**src/rtl/sm83_intc_pkg.sv**
```systemverilog
// Shared constants for the SM83 interrupt controller: register addresses,
// source count and the peripheral source numbering.
package sm83_intc_pkg;

    localparam int NUM_SRC  = 5;
    localparam int NUM_IRQS = 8;

    localparam logic [15:0] ADR_IF = 16'hFF0F;
    localparam logic [15:0] ADR_IE = 16'hFFFF;

    typedef enum logic [2:0] {
        VBLANK = 3'd0,
        STAT   = 3'd1,
        TIMER  = 3'd2,
        SERIAL = 3'd3,
        JOYPAD = 3'd4
    } src_idx_e;

endpackage

```
**src/rtl/sm83_edge_det.sv**
```systemverilog
// Rising-edge detector: rise_o is high for the cycle where in_i goes 0->1.
// The history register loads rst_val_i in reset, so reset-time levels are not edges.
module sm83_edge_det #(
    parameter int W = 1
) (
    input  logic         clk,
    input  logic         reset,
    input  logic [W-1:0] in_i,
    input  logic [W-1:0] rst_val_i,
    output logic [W-1:0] rise_o
);

    logic [W-1:0] prev_q;

    always_ff @(posedge clk) begin
        if (reset) prev_q <= rst_val_i;
        else       prev_q <= in_i;
    end

    assign rise_o = in_i & ~prev_q;

endmodule

```
**src/rtl/sm83_intc.sv**
```systemverilog
// SM83 interrupt controller: IF/IE registers, edge-triggered sources and acks.
// Reads return data one cycle after the rd cycle; irq/wake come straight from the registers.
module sm83_intc
    import sm83_intc_pkg::*;
#(
    parameter int NUM_SRC  = sm83_intc_pkg::NUM_SRC,
    parameter int NUM_IRQS = sm83_intc_pkg::NUM_IRQS
) (
    input  logic                clk,
    input  logic                reset,
    input  logic [15:0]         adr,
    input  logic [7:0]          din,
    input  logic                rd,
    input  logic                wr,
    output logic [7:0]          dout,
    output logic                dout_oe,
    input  logic [NUM_SRC-1:0]  src,
    output logic [NUM_IRQS-1:0] irq,
    input  logic [NUM_IRQS-1:0] iack,
    output logic                wake
);

    logic [NUM_SRC-1:0]  if_q, if_d;
    logic [7:0]          ie_q, ie_d;
    logic [7:0]          dout_q, dout_d;
    logic                oe_q, oe_d;
    logic [7:0]          if_rd;

    logic [NUM_SRC-1:0]  src_rise;
    logic [0:0]          wr_rise;
    logic [NUM_IRQS-1:0] ack_rise;

    sm83_edge_det #(.W(NUM_SRC)) u_src_edge (
        .clk      (clk),
        .reset    (reset),
        .in_i     (src),
        .rst_val_i(src),
        .rise_o   (src_rise)
    );

    // Strobes held across reset release must not look like fresh edges.
    sm83_edge_det #(.W(1)) u_wr_edge (
        .clk      (clk),
        .reset    (reset),
        .in_i     (wr),
        .rst_val_i(1'b1),
        .rise_o   (wr_rise)
    );

    sm83_edge_det #(.W(NUM_IRQS)) u_ack_edge (
        .clk      (clk),
        .reset    (reset),
        .in_i     (iack),
        .rst_val_i({NUM_IRQS{1'b1}}),
        .rise_o   (ack_rise)
    );

    always_comb begin
        if_rd = 8'hFF;
        if_rd[NUM_SRC-1:0] = if_q;

        if_d   = if_q;
        ie_d   = ie_q;
        dout_d = dout_q;
        oe_d   = 1'b0;

        if (wr_rise[0] && adr == ADR_IF) if_d = din[NUM_SRC-1:0];
        else                             if_d = if_q & ~ack_rise[NUM_SRC-1:0];
        if_d = if_d | src_rise;

        if (wr_rise[0] && adr == ADR_IE) ie_d = din;

        // A cycle with both strobes is a write; the bus is not driven.
        if (rd && !wr) begin
            if (adr == ADR_IF) begin
                dout_d = if_rd;
                oe_d   = 1'b1;
            end else if (adr == ADR_IE) begin
                dout_d = ie_q;
                oe_d   = 1'b1;
            end
        end
    end

    always_ff @(posedge clk) begin
        if (reset) begin
            if_q   <= '0;
            ie_q   <= '0;
            dout_q <= '0;
            oe_q   <= 1'b0;
        end else begin
            if_q   <= if_d;
            ie_q   <= ie_d;
            dout_q <= dout_d;
            oe_q   <= oe_d;
        end
    end

    always_comb begin
        irq = '0;
        irq[NUM_SRC-1:0] = if_q & ie_q[NUM_SRC-1:0];
    end

    assign wake    = |irq;
    assign dout    = dout_q;
    assign dout_oe = oe_q;

endmodule

```
**config.mk**
```make
export PLATFORM = sky130hd
export DESIGN_NAME = sm83_intc
export DESIGN_NICKNAME = d
export VERILOG_FILES = /design/src/rtl/sm83_intc_pkg.sv /design/src/rtl/sm83_edge_det.sv /design/src/rtl/sm83_intc.sv
export SDC_FILE = /design/constraint.sdc
export NUM_CORES = 1
export LEC_CHECK = 0
export BUFFER_PORTS_ARGS = -buffer_cell sky130_fd_sc_hd__buf_2
export CORE_MARGIN = 10
export CORE_UTILIZATION = 53
export CTS_BUF_LIST = sky130_fd_sc_hd__clkbuf_16
export DETAILED_ROUTE_END_ITERATION = 10
export PLACE_DENSITY = 0.84
export SLEW_MARGIN = 10
export SYNTH_ARGS = -nofsm -noshare
export SYNTH_HDL_FRONTEND = slang
export SYNTH_HIERARCHICAL = 1
export SYNTH_SLANG_ARGS = --single-unit
```
**constraint.sdc**
```tcl
create_clock -name clk -period 2.9 [get_ports clk]
set_clock_uncertainty 0.05 [all_clocks]
set_input_delay 0 -clock clk [delete_from_list [all_inputs] [get_ports clk]]
set_output_delay 0 -clock clk [all_outputs]
set_load 0.005 [all_outputs]
```
---- Word-level counts from Yosys, hierarchy flattened ----
Cells that the tools add are included.
operators by class
  equal/unequal tests ..................... 2
  muxes and demuxes ....................... 5
  bitwise operators ....................... 11
  reduce and logical (&&, ||, !) cells .... 8
operator list
  cell                    count
  $eq A16 B16 Y1 const B  2
  $and A5 B5 Y5           4
  $mux W8                 2
  $not A5 Y5              3
  $mux W5                 1
  $or A5 B5 Y5            1
  $reduce_or A5 Y1        1
  $logic_and A1 B1 Y1     3
  $mux W1                 2
  $not A1 Y1              2
  $reduce_and A2 Y1       1
  $reduce_bool A2 Y1      1
  $reduce_or A2 Y1        1
  $and A1 B1 Y1           1
  $logic_not A1 Y1        1
word-level totals
  flip-flop bits (word level) ............. 33
  input bits .............................. 41
  output and inout bits ................... 18
  logic and storage cells ................. 33

---- Depth between registers and ports, before layout ----
  depth in word-level cells ............... 6
  gate-level depth with buffers ........... 6
  depth with buffers taken out ............ 5

---- By module ----
Netlist, hierarchy kept.
by module, submodules not included
  module                      times used  cells each  area an instance (sq um)  sequential area each (sq um)
  sm83_intc                   1           135         1174.9                    440.4
  sm83_edge_det (u_ack_edge)  1           25          341.6                     160.2
  sm83_edge_det (u_src_edge)  1           15          187.7                     100.1
  sm83_edge_det (u_wr_edge)   1           3           41.3                      20.0

---- Worst setup path before layout ----
No wires, ideal clock.
  path type ............................... register -> register
  from .................................... register u_wr_edge.prev_q
  to ...................................... register ie_q[2]
  setup time .............................. 0.132 ns
  arrival time ............................ 1.356 ns
  data required time ...................... 2.718 ns
  setup slack ............................. 1.362 ns
  cell stages (with the launch flop) ...... 7
  path buffers ............................ 1
  cell sequence ........................... dfxtp_1 > nor2b_1 > inv_1 > or4_1 > buf_2 > o21ai_0 > a21oi_1
on the way
  cells in the longest elaborated chain, start to end .. 3
ends and longest elaborated chain
  what                    line                 source
  start, declared         sm83_edge_det.sv:13  logic [W-1:0] prev_q;
  start signal, assigned  sm83_edge_det.sv:16  if (reset) prev_q <= rst_val_i;
  start signal, assigned  sm83_edge_det.sv:17  else prev_q <= in_i;
  $not A1 Y1              sm83_edge_det.sv:20  assign rise_o = in_i & ~prev_q;
  $and A1 B1 Y1           sm83_edge_det.sv:20
  named net wr_rise       sm83_intc.sv:30      logic [0:0] wr_rise;
  $logic_and A1 B1 Y1     sm83_intc.sv:71      if (wr_rise[0] && adr == ADR_IE) ie_d = din;
  end signal, assigned    sm83_intc.sv:93      ie_q <= ie_d;
  end, declared           sm83_intc.sv:24      logic [7:0] ie_q, ie_d;
The timed path passes the listed nets, and every way through them passes these cells.
A chain may end at the register's enable or synchronous reset.

---- Worst setup path in the final report ----
  from .................................... input wr
  to ...................................... register ie_q[1]
on the way
  cells in the longest elaborated chain, start to end .. 2
ends and longest elaborated chain
  what                 line                 source
  start, declared      sm83_intc.sv:14      input logic wr,
  $and A1 B1 Y1        sm83_edge_det.sv:20
  named net wr_rise    sm83_intc.sv:30
  $logic_and A1 B1 Y1  sm83_intc.sv:71
The timed path passes the listed nets, and every way through them passes these cells.

==> metrics.txt <==
first-pass GRT wire length about 7 mm; CP Buf/Inv Count 3; number of global-route vias before repair about 1,500; share of cells above drive strength 1 0.3004; Setup crit end kind register; Most Used Layer, Global Route met2; Avg Cell Area, Syn roughly 9.6 µm²; Crit Path Category input port to register; clock-pin slew on the worst setup and hold paths 0.05 ns; I/O pin total between 50 and 60; DRC viols 0; worst skew pair latency between 0.2 and 0.3 ns; Synth Cell Area 1622 µm²; utilization after layout 0.7378; Max-slew headroom 0.4554; CP Launch Type input port; fin crit period around 1.9 ns; Num CTS Buffers 5; Core ar. about 3000 µm²; Placed Instances between 200 and 250; Post-CTS Setup Inserts 0; Sw Pwr about 0.00024 W; Via Count around 1,500; met1 Usage GRT 0.1707; Seq pwr share 0.442; internal power 0.0008437 W; antenna-violating nets left 0; gr usage total 0.1617; drt pass-1 iters 4; Final Cycle Share 0.6627; Pins Over Slew Limit 0; Rows 20; CP arrival slightly below 2 ns; Max Clk Rate around 520 MHz; initial DRC count between 100 and 150; Die Height ~75 µm; Clock Tree Buf Depth 2; Post-CTS Resized 0; full die area ~5700 µm²; worst hold path class input port to register; CP max FO 13; port bufs 52; status finished clean; Max-Cap Viols 0; final setup TNS 0 ns; clock power share 0.456; CTS tree built; slowest stage cell, crit path or4_1; fillers 215; crit path cell chain dlygate4sd3_1 > buf_2 > nor2b_1 > inv_1 > or4_1 > o21ai_0 > a21oi_1; initial antenna violation count 0; CTS H-tree depth 2; Tightest Pin Transition 0.8168 ns; most common cell after layout, fill and taps aside buf_2; DR vias/cell 5.402; synthesized instance count ~170; crit-path max cell delay between 0.7 and 0.8 ns; RePlAce Congestion 0.7341; Crit path max-delay family simple AND/OR/NAND/NOR gates; antenna cells 0; Final setup viols 0; final hold slack ~0.025 ns; Worst EP required slightly below 3 ns; Design Power about 0.0011 W; Leak a little over 0.9 nW; fin cells between 200 and 300; CTS Sinks 33; Gate power share 0.102; routing usage on met2 0.2833; Post-DP HPWL roughly 2.9 mm; met3 Usage GRT 0.05208; most frequent cells in the layout buf_2, dfxtp_1, nor2b_1, o21ai_0, dlygate4sd3_1; GR Overflow Total 0; Die W ~75 µm; Net count, final between 200 and 300; clk root buf clkbuf_16; largest net degree at the start of global routing 42; Area Growth Syn to Fin 35.49%; DR WL/cell 15.18 µm; register area between 600 and 700 µm²; initial core utilization 0.5445; RSZ-0062 raised after global routing no; worst vdd ir around 420 µV; Sw Share 0.2197; multi-input logic area approximately 890 µm²; Hold Fails Final Rpt 0; PwrDens slightly below 500 nW/µm²; Post-Route WL between 4 and 5 mm; YS warnings 6
worst paths after layout:
| path | startpoint | end | slack (ns) | depth (start not counted) |
|---|---|---|---|---|
| worst max-delay path | wr | ie_q[1] | 0.98 | 7 |
| worst max register to register | u_wr_edge/prev_q | ie_q[1] | 1.09 | 5 |
| worst min-delay path | adr[8] | dout_oe | 0.03 | 3 |
| worst min register to register | ie_q[7] | ie_q[7] | 0.42 | 2 |
worst min-delay path, delay by kind of cell:
kind                   cells  cell delay (ns)
buffers and inverters      1             0.09
and+or+nand+nor            2             0.21
flip-flops by register name (all words and copies together) (netlist names):
signal / count
dout: 8
dout_oe: 1
ie_q: 8
if_q: 5
u_ack_edge/prev_q: 5
u_src_edge/prev_q: 5
u_wr_edge/prev_q: 1
power by group through the flow:
stage               clock [W]  sequential [W]  combinational [W]
floorplan                   0        0.000485          0.0000542
global placement            0        0.000486          0.0000862
global route         0.000518        0.000480           0.000122
detailed placement          0        0.000487          0.0000885
CTS                  0.000502        0.000478           0.000109
finish               0.000493        0.000478           0.000110
stage by stage:
stage,instance area (µm²),setup WS [ns]
final,2197,0.9783
after global placement,1869,1.193
after floorplan,1648,1.362
after detailed placement,1869,1.170
after CTS,2197,1.057
after global routing,2197,0.8454
per-layer routing:
| layer | vias up | share of wire | routed length [µm] |
|---|---|---|---|
| li1 | 762 | - | - |
| met1 | 677 | 0.39 | 1636 |
| met2 | 42 | 0.52 | 2181 |
| met3 | 10 | 0.060 | 253 |
| met4 | 0 | 0.028 | 119 |
| met5 | - | 0 | 0 |
repair_timing:
item | CTS | global route
endpoints found under the setup margin | 0 | 0
hold endpoints to repair | 24 | 0
hold buffers | 19 | 0
cell type report:
cell class / instances / area share
clock inverters: 3 / 0.005695
well taps: 33 / 0.01879
repair buffers: 73 / 0.2118
clock buffers: 5 / 0.05695
inverters: 1 / 0.001708
multi-input cells: 128 / 0.4043
flip-flops and latches: 33 / 0.3007
(Power assumes the default switching activity.)
